## config.mk

```make
export PLATFORM = sky130hd
export DESIGN_NAME = lcd_sprite_engine_flat
export DESIGN_NICKNAME = d
export VERILOG_FILES = /design/src/rtl/lcd_sprite_engine_if.sv /design/src/rtl/lcd_sprite_engine.sv /design/src/flat_wrapper.sv
export SDC_FILE = /design/constraint.sdc
export NUM_CORES = 1
export LEC_CHECK = 0
export CORE_MARGIN = 3
export CORE_UTILIZATION = 60
export DETAILED_ROUTE_END_ITERATION = 8
export GPL_ROUTABILITY_DRIVEN = 0
export PLACE_DENSITY = 0.86
export SLEW_MARGIN = 20
export SYNTH_ARGS = -nofsm -noshare
export SYNTH_HDL_FRONTEND = slang
export SYNTH_SLANG_ARGS = --single-unit
```

## constraint.sdc

```tcl
create_clock -name clock -period 8.5 [get_ports clock]
set_input_delay 2.125 -clock clock [delete_from_list [all_inputs] [get_ports clock]]
set_output_delay 2.125 -clock clock [all_outputs]
set_load 0.1 [all_outputs]
```

## src/rtl/lcd_sprite_engine_if.sv

```systemverilog
// SPI byte stream and sprite ROM bus between the sprite engine and its peers.
// The engine is the master: it offers bytes to the SPI side and addresses the ROM.
interface lcd_sprite_engine_if #(
  parameter int ROM_AW = 8
);
  logic [7:0]        spi_data;
  logic              spi_dc;
  logic              spi_valid;
  logic              spi_ready;
  logic [ROM_AW-1:0] rom_addr;
  logic [7:0]        rom_data;

  modport master (
    output spi_data, spi_dc, spi_valid, rom_addr,
    input  spi_ready, rom_data
  );

  modport slave (
    input  spi_data, spi_dc, spi_valid, rom_addr,
    output spi_ready, rom_data
  );
endinterface

```

## src/rtl/lcd_sprite_engine.sv

```systemverilog
// PCD8544 command/pixel sequencer: init+clear, clipped sprite draw from a
// synchronous ROM, and a level-bar strip, streamed over a valid/ready byte link.
module lcd_sprite_engine #(
  parameter logic [6:0] VOP       = 7'h10,
  parameter int         N_SPRITES = 4,
  parameter int         SPR_W     = 16,
  parameter int         SPR_BANKS = 3,
  parameter int         N_CH      = 5,
  parameter int         LVL_W     = 4,
  parameter int         CH_W      = 16,
  parameter int         BAR_BANK  = 5,
  parameter logic [7:0] BAR_PAT   = 8'h3C
) (
  input  logic                         clock,
  input  logic                         Reset,
  input  logic                         cmd_init,
  input  logic                         cmd_draw,
  input  logic                         cmd_bars,
  input  logic [$clog2(N_SPRITES)-1:0] spr_sel,
  input  logic [6:0]                   spr_x,
  input  logic [2:0]                   spr_bank,
  input  logic [N_CH*LVL_W-1:0]        levels,
  lcd_sprite_engine_if.master          bus,
  output logic                         busy,
  output logic                         done,
  output logic                         err,
  output logic                         back
);
  localparam int ROM_AW = $clog2(N_SPRITES*SPR_W*SPR_BANKS);

  localparam logic [2:0] IDLE   = 3'd0;
  localparam logic [2:0] INIT   = 3'd1;
  localparam logic [2:0] CLEAR  = 3'd2;
  localparam logic [2:0] SETXY  = 3'd3;
  localparam logic [2:0] FETCH  = 3'd4;
  localparam logic [2:0] SEND   = 3'd5;
  localparam logic [2:0] BARS   = 3'd6;
  localparam logic [2:0] FINISH = 3'd7;

  logic [2:0]                   state;
  logic                         inited;
  logic [9:0]                   idx;
  logic [6:0]                   col;
  logic [3:0]                   bnk;
  logic [3:0]                   ch;
  logic                         rom_wait;
  logic [$clog2(N_SPRITES)-1:0] sel_q;
  logic [6:0]                   x_q;
  logic [2:0]                   bank_q;
  logic [N_CH*LVL_W-1:0]        levels_q;

  logic [7:0] offer_data;
  logic       offer_dc;
  logic [3:0] cur_bank;
  logic       xfer;
  logic       col_more;
  logic       bank_more;
  int         bar_lvl;
  int         bar_lim;

  assign xfer      = bus.spi_valid && bus.spi_ready;
  assign cur_bank  = 4'(bank_q) + bnk;
  assign col_more  = (col < 7'(SPR_W-1)) && (8'(x_q) + 8'(col) + 8'd1 <= 8'd83);
  assign bank_more = (bnk < 4'(SPR_BANKS-1)) && (cur_bank + 4'd1 <= 4'd5);

  // Byte the current state would offer next, with its D/C flag.
  always_comb begin
    offer_data = 8'h00;
    offer_dc   = 1'b0;
    bar_lvl    = 0;
    bar_lim    = 0;
    case (state)
      INIT: begin
        case (idx[1:0])
          2'd0:    offer_data = 8'h21;
          2'd1:    offer_data = {1'b1, VOP};
          2'd2:    offer_data = 8'h20;
          default: offer_data = 8'h0C;
        endcase
      end
      CLEAR: begin
        if (idx == 10'd0)      offer_data = 8'h80;
        else if (idx == 10'd1) offer_data = 8'h40;
        else                   offer_dc   = 1'b1;
      end
      SETXY: begin
        if (idx == 10'd0) offer_data = {1'b1, x_q};
        else              offer_data = 8'h40 | {5'd0, cur_bank[2:0]};
      end
      SEND: begin
        offer_data = bus.rom_data;
        offer_dc   = 1'b1;
      end
      BARS: begin
        if (idx == 10'd0) begin
          offer_data = 8'h80;
        end else if (idx == 10'd1) begin
          offer_data = 8'h40 | {5'd0, 3'(BAR_BANK)};
        end else begin
          bar_lvl    = int'(levels_q[int'(ch)*LVL_W +: LVL_W]);
          bar_lim    = (bar_lvl < CH_W-1) ? bar_lvl : CH_W-1;
          offer_data = (int'(col) < bar_lim) ? BAR_PAT : 8'h00;
          offer_dc   = 1'b1;
        end
      end
      default: ;
    endcase
  end

  // Sequencer: accepts requests in IDLE, walks each sequence one handshaken byte at a time.
  always_ff @(posedge clock) begin
    if (Reset) begin
      state         <= IDLE;
      bus.spi_valid <= 1'b0;
      bus.spi_data  <= 8'h00;
      bus.spi_dc    <= 1'b0;
      bus.rom_addr  <= '0;
      busy          <= 1'b0;
      done          <= 1'b0;
      err           <= 1'b0;
      back          <= 1'b1;
      inited        <= 1'b0;
      idx           <= '0;
      col           <= '0;
      bnk           <= '0;
      ch            <= '0;
      rom_wait      <= 1'b0;
      sel_q         <= '0;
      x_q           <= '0;
      bank_q        <= '0;
      levels_q      <= '0;
    end else begin
      done <= 1'b0;
      err  <= 1'b0;
      case (state)
        IDLE: begin
          idx <= '0;
          col <= '0;
          bnk <= '0;
          ch  <= '0;
          if (cmd_init) begin
            busy  <= 1'b1;
            state <= INIT;
          end else if (cmd_draw) begin
            if (!inited || spr_x > 7'd83 || spr_bank > 3'd5 || int'(spr_sel) >= N_SPRITES) begin
              err <= 1'b1;
            end else begin
              sel_q  <= spr_sel;
              x_q    <= spr_x;
              bank_q <= spr_bank;
              busy   <= 1'b1;
              state  <= SETXY;
            end
          end else if (cmd_bars) begin
            if (!inited) begin
              err <= 1'b1;
            end else begin
              levels_q <= levels;
              busy     <= 1'b1;
              state    <= BARS;
            end
          end
        end
        INIT: begin
          if (xfer) begin
            bus.spi_valid <= 1'b0;
            if (idx == 10'd3) begin
              idx   <= '0;
              state <= CLEAR;
            end else begin
              idx <= idx + 10'd1;
            end
          end else if (!bus.spi_valid) begin
            bus.spi_data  <= offer_data;
            bus.spi_dc    <= offer_dc;
            bus.spi_valid <= 1'b1;
          end
        end
        CLEAR: begin
          if (xfer) begin
            bus.spi_valid <= 1'b0;
            if (idx == 10'd505) begin
              inited <= 1'b1;
              back   <= 1'b0;
              state  <= FINISH;
            end else begin
              idx <= idx + 10'd1;
            end
          end else if (!bus.spi_valid) begin
            bus.spi_data  <= offer_data;
            bus.spi_dc    <= offer_dc;
            bus.spi_valid <= 1'b1;
          end
        end
        SETXY: begin
          if (xfer) begin
            bus.spi_valid <= 1'b0;
            if (idx == 10'd0) begin
              idx <= 10'd1;
            end else begin
              idx   <= '0;
              col   <= '0;
              state <= FETCH;
            end
          end else if (!bus.spi_valid) begin
            bus.spi_data  <= offer_data;
            bus.spi_dc    <= offer_dc;
            bus.spi_valid <= 1'b1;
          end
        end
        FETCH: begin
          bus.rom_addr <= ROM_AW'(int'(sel_q)*SPR_W*SPR_BANKS + int'(bnk)*SPR_W + int'(col));
          rom_wait     <= 1'b1;
          state        <= SEND;
        end
        SEND: begin
          if (rom_wait) begin
            rom_wait <= 1'b0;
          end else if (xfer) begin
            bus.spi_valid <= 1'b0;
            if (col_more) begin
              col   <= col + 7'd1;
              state <= FETCH;
            end else if (bank_more) begin
              bnk   <= bnk + 4'd1;
              idx   <= '0;
              state <= SETXY;
            end else begin
              state <= FINISH;
            end
          end else if (!bus.spi_valid) begin
            bus.spi_data  <= offer_data;
            bus.spi_dc    <= offer_dc;
            bus.spi_valid <= 1'b1;
          end
        end
        BARS: begin
          if (xfer) begin
            bus.spi_valid <= 1'b0;
            if (idx < 10'd2) begin
              idx <= idx + 10'd1;
            end else if (col == 7'(CH_W-1)) begin
              col <= '0;
              if (ch == 4'(N_CH-1)) state <= FINISH;
              else                  ch    <= ch + 4'd1;
            end else begin
              col <= col + 7'd1;
            end
          end else if (!bus.spi_valid) begin
            bus.spi_data  <= offer_data;
            bus.spi_dc    <= offer_dc;
            bus.spi_valid <= 1'b1;
          end
        end
        default: begin
          done  <= 1'b1;
          busy  <= 1'b0;
          state <= IDLE;
        end
      endcase
    end
  end
endmodule

```

## src/flat_wrapper.sv

```systemverilog
// flat-port wrapper written by rule: the top's interface ports become plain ports
module lcd_sprite_engine_flat 
#(
  parameter logic [6:0] VOP       = 7'h10,
  parameter int         N_SPRITES = 4,
  parameter int         SPR_W     = 16,
  parameter int         SPR_BANKS = 3,
  parameter int         N_CH      = 5,
  parameter int         LVL_W     = 4,
  parameter int         CH_W      = 16,
  parameter int         BAR_BANK  = 5,
  parameter logic [7:0] BAR_PAT   = 8'h3C
)
  (clock, Reset, cmd_init, cmd_draw, cmd_bars, spr_sel, spr_x, spr_bank, levels, busy, done, err, back, bus_spi_data, bus_spi_dc, bus_spi_valid, bus_rom_addr, bus_spi_ready, bus_rom_data);
  lcd_sprite_engine_if #(.ROM_AW(8)) bus_i ();
  input  logic clock;
  input  logic Reset;
  input  logic cmd_init;
  input  logic cmd_draw;
  input  logic cmd_bars;
  input  logic [$clog2(N_SPRITES)-1:0] spr_sel;
  input  logic [6:0] spr_x;
  input  logic [2:0] spr_bank;
  input  logic [N_CH*LVL_W-1:0] levels;
  output logic busy;
  output logic done;
  output logic err;
  output logic back;
  output wire logic [$bits(bus_i.spi_data)-1:0] bus_spi_data;
  output wire logic [$bits(bus_i.spi_dc)-1:0] bus_spi_dc;
  output wire logic [$bits(bus_i.spi_valid)-1:0] bus_spi_valid;
  output wire logic [$bits(bus_i.rom_addr)-1:0] bus_rom_addr;
  input wire logic [$bits(bus_i.spi_ready)-1:0] bus_spi_ready;
  input wire logic [$bits(bus_i.rom_data)-1:0] bus_rom_data;
  assign bus_spi_data = bus_i.spi_data;
  assign bus_spi_dc = bus_i.spi_dc;
  assign bus_spi_valid = bus_i.spi_valid;
  assign bus_rom_addr = bus_i.rom_addr;
  assign bus_i.spi_ready = bus_spi_ready;
  assign bus_i.rom_data = bus_rom_data;
  lcd_sprite_engine #(.VOP(VOP), .N_SPRITES(N_SPRITES), .SPR_W(SPR_W), .SPR_BANKS(SPR_BANKS), .N_CH(N_CH), .LVL_W(LVL_W), .CH_W(CH_W), .BAR_BANK(BAR_BANK), .BAR_PAT(BAR_PAT)) u_core (.clock(clock), .Reset(Reset), .cmd_init(cmd_init), .cmd_draw(cmd_draw), .cmd_bars(cmd_bars), .spr_sel(spr_sel), .spr_x(spr_x), .spr_bank(spr_bank), .levels(levels), .bus(bus_i), .busy(busy), .done(done), .err(err), .back(back));
endmodule
```

==> impl_metrics.tcl <==
set metrics [dict create \
    async_reset_ff_share_pct 0 \
    setup_violations 0 \
    overflow 0 \
    path_buf_inv 1 \
    fmax_mhz 237 \
    cp.arrival_ps 4450 \
    first_iter_violations 296 \
    vias_per_cell 6.20 \
    mostFrequentLayoutCells "84 x dfxtp_1, 83 x nand2_1, 69 x nor2_1, 66 x clkdlybuf4s50_1, 51 x a21oi_1" \
    start_util_pct 62.3 \
    grt_pass1_vias 4637 \
    core_um2 8260 \
    syn2layout_area_growth_pct 17.3 \
    p_leak_uw 0.00224 \
    hold_viol_final 0 \
    critPathLaunchType "primary input" \
    cts_resized 0 \
    fin_nets 755 \
    wl_per_cell_um 16.9 \
    clk_path_buf_depth 2 \
    worst_ep_required_time_ps 8740 \
    grt_pass1_wl_um 22200 \
    tightestPinTransition_ps 1010 \
    cts_buffers 9 \
    ir_worst_vdd_mv 0.113 \
    track_usage_pct 27.5 \
    num_rows 33 \
    cp_top_family "simple AND/OR/NAND/NOR gates" \
    dp_slack_ps 3990 \
    dr.pass1.iters 6 \
    die_w_um 98.6 \
    yosysSeqAreaShare_pct 32.7 \
    final_common_cell "dfxtp_1" \
    antenna_left 0 \
    clkLatencyLatePin_ps 370 \
    power_density_nw_per_um2 218 \
    antenna_found_initial 0 \
    rsz0062_at_grt "false" \
    antenna_cells 0 \
    synth_fp_nets 704 \
    cts.sinks 84 \
    dp_cells 769 \
    path_class "in -> reg" \
    yosysWarnings 0 \
    postCtsSetupBuffers 0 \
    grt_max_degree 65 \
    syn_avg_cell_area_um2 8.24 \
    hold_path_class "reg -> reg" \
    port_buffers 67 \
    wl_um 13200 \
    relSlewSlack_pct 32.5 \
    clk_root_buffer_cell "clkbuf_8" \
    fin_crit_sh_pct 49.5 \
    outcome "finished clean" \
    slowest_delay_ps 780 \
    finalNonFillerCells 785 \
    ys_seq_elements 84 \
    fp.dieH_um 98.6 \
    setup_ws_ps 4290 \
    crit_chain "clkdlybuf4s50_1 -> nor4_1 -> nand4b_1 -> mux2i_1 -> nor2_1" \
    via_count 4868 \
    syn_area_um2 5140 \
    drive_gt1_share_pct 6.76 \
    yosys.cell_types.count 79 \
    worstSetupEndpointType "register" \
    worst_clock_skew_ps 12.0 \
    syn_inst 624 \
    dp_hpwl_um 9730 \
    crit_slowest_cell "nand4b_1" \
    cts_tree "done" \
    drc_errors 0 \
    clkTransAtPathRegs_ps 100 \
    cap_violations 0 \
    drv_slew 0 \
    setup_tns_ps 0 \
    ctsHtreeMaxLevel 3 \
    min_period_ps 4210 \
    synth_edf_count 0 \
    dieArea_um2 9720 \
    synth_ff_type "dfxtp_1" \
    io_pins 68 \
    cp_max_fo 12 \
    cts_hold_buf 0 \
]
## registers in the layout, summed over array words and instances, names as in the netlist
name and count:
u_core.back 1, u_core.bank_q 3, u_core.bnk 4, u_core.bus.rom_addr 8
u_core.bus.spi_data 8, u_core.bus.spi_dc 1, u_core.bus.spi_valid 1, u_core.busy 1
u_core.ch 4, u_core.col 7, u_core.done 1, u_core.err 1
u_core.idx 10, u_core.inited 1, u_core.levels_q 20, u_core.rom_wait 1
u_core.sel_q 2, u_core.state 3, u_core.x_q 7
## worst paths after layout
check	from	cells after the start	to	slack, ps
max	cmd_init	5	u_core.bank_q[2]	4290
min	u_core.levels_q[2]	2	u_core.levels_q[2]	460
max reg2reg	u_core.col[0]	11	u_core.col[0]	4840
min reg2reg	u_core.levels_q[2]	2	u_core.levels_q[2]	460
## Yosys cell counts (all sizes together), types with 3 or more instances
master	instances	area share, %
ha	28	6.8
a211oi	8	1.3
a22oi	5	0.73
o31ai	4	0.78
nand3b	4	0.58
o21a	5	0.73
nand2b	6	0.78
nor2	70	5.3
nor4	7	1.4
a21oi	51	5.0
or4	4	0.58
and3	4	0.49
a21o	5	0.73
buf	10	0.97
fa	6	2.3
mux4	4	1.8
nor3	9	0.88
o2bb2ai	3	0.51
xor2	3	0.51
nor2b	4	0.49
inv	31	2.3
mux2i	26	5.1
nand2	84	6.2
nand3	20	2.0
o21ai	27	2.7
mux2	3	0.66
a31oi	6	0.85
nor3b	3	0.44
o211ai	14	2.2
dfxtp	84	33
and4	3	0.51
nand4	9	1.1
or3	10	1.3
and2	6	0.73
xnor2	5	0.85
o2111ai	3	0.63
clkbuf	19	1.4
## routing by layer
| layer | up-vias | global-route usage, % | routed length, um |
|---|---|---|---|
| met5 | - | 0 | 0 |
| met4 | 0 | 10.2 | 326 |
| met3 | 29 | 6.23 | 942 |
| met2 | 196 | 45.0 | 6320 |
| met1 | 2300 | 35.7 | 5650 |
| li1 | 2343 | - | - |
## power by group
| part | internal [uW] | switching (uW) |
|---|---|---|
| logic | 173 | 371 |
| registers | 423 | 46.8 |
| clock network | 138 | 161 |
| total | 735 | 578 |
## worst min-delay path: cells and delay by family, from the launching register on
kind	cells	cell delay (ps)
compound gates	1	50
flops	1	320
simple gates	1	50
## stage by stage
step           util (%)  cell area [um^2]  hold slack (ps)  power (uW)
6_report           73.0              6030              458        1310
5_1_grt            73.0              6030              473        1370
4_1_cts            73.0              6030              460        1300
3_5_place_dp       70.6              5830              446        1010
3_3_place_gp       70.6              5830              441        1000
2_1_floorplan         -              5140              432         884
## cell families (layout without fill, tap and decap cells)
kind of cell	Yosys count	in the layout	synth area share (%)
AO/OA/AOI/OAI	153	153	20.5
XOR/XNOR	8	8	1.36
adder cells (fa/ha/maj)	34	34	9.15
buffers and inverters	61	117	4.70
flip-flops	84	84	32.7
multiplexers	33	33	7.47
AND/OR/NAND/NOR	251	251	24.1
## final cells by class
| class | count | area (um^2) |
|---|---|---|
| fill | 661 | 2230 |
| clock buffer | 9 | 124 |
| clock inverter | 7 | 73.8 |
| timing repair buffer | 69 | 681 |
| sequential | 84 | 1680 |
| inverter | 32 | 120 |
| tap | 105 | 131 |
| multi-input combinational | 479 | 3220 |
(Power assumes the default switching activity.)
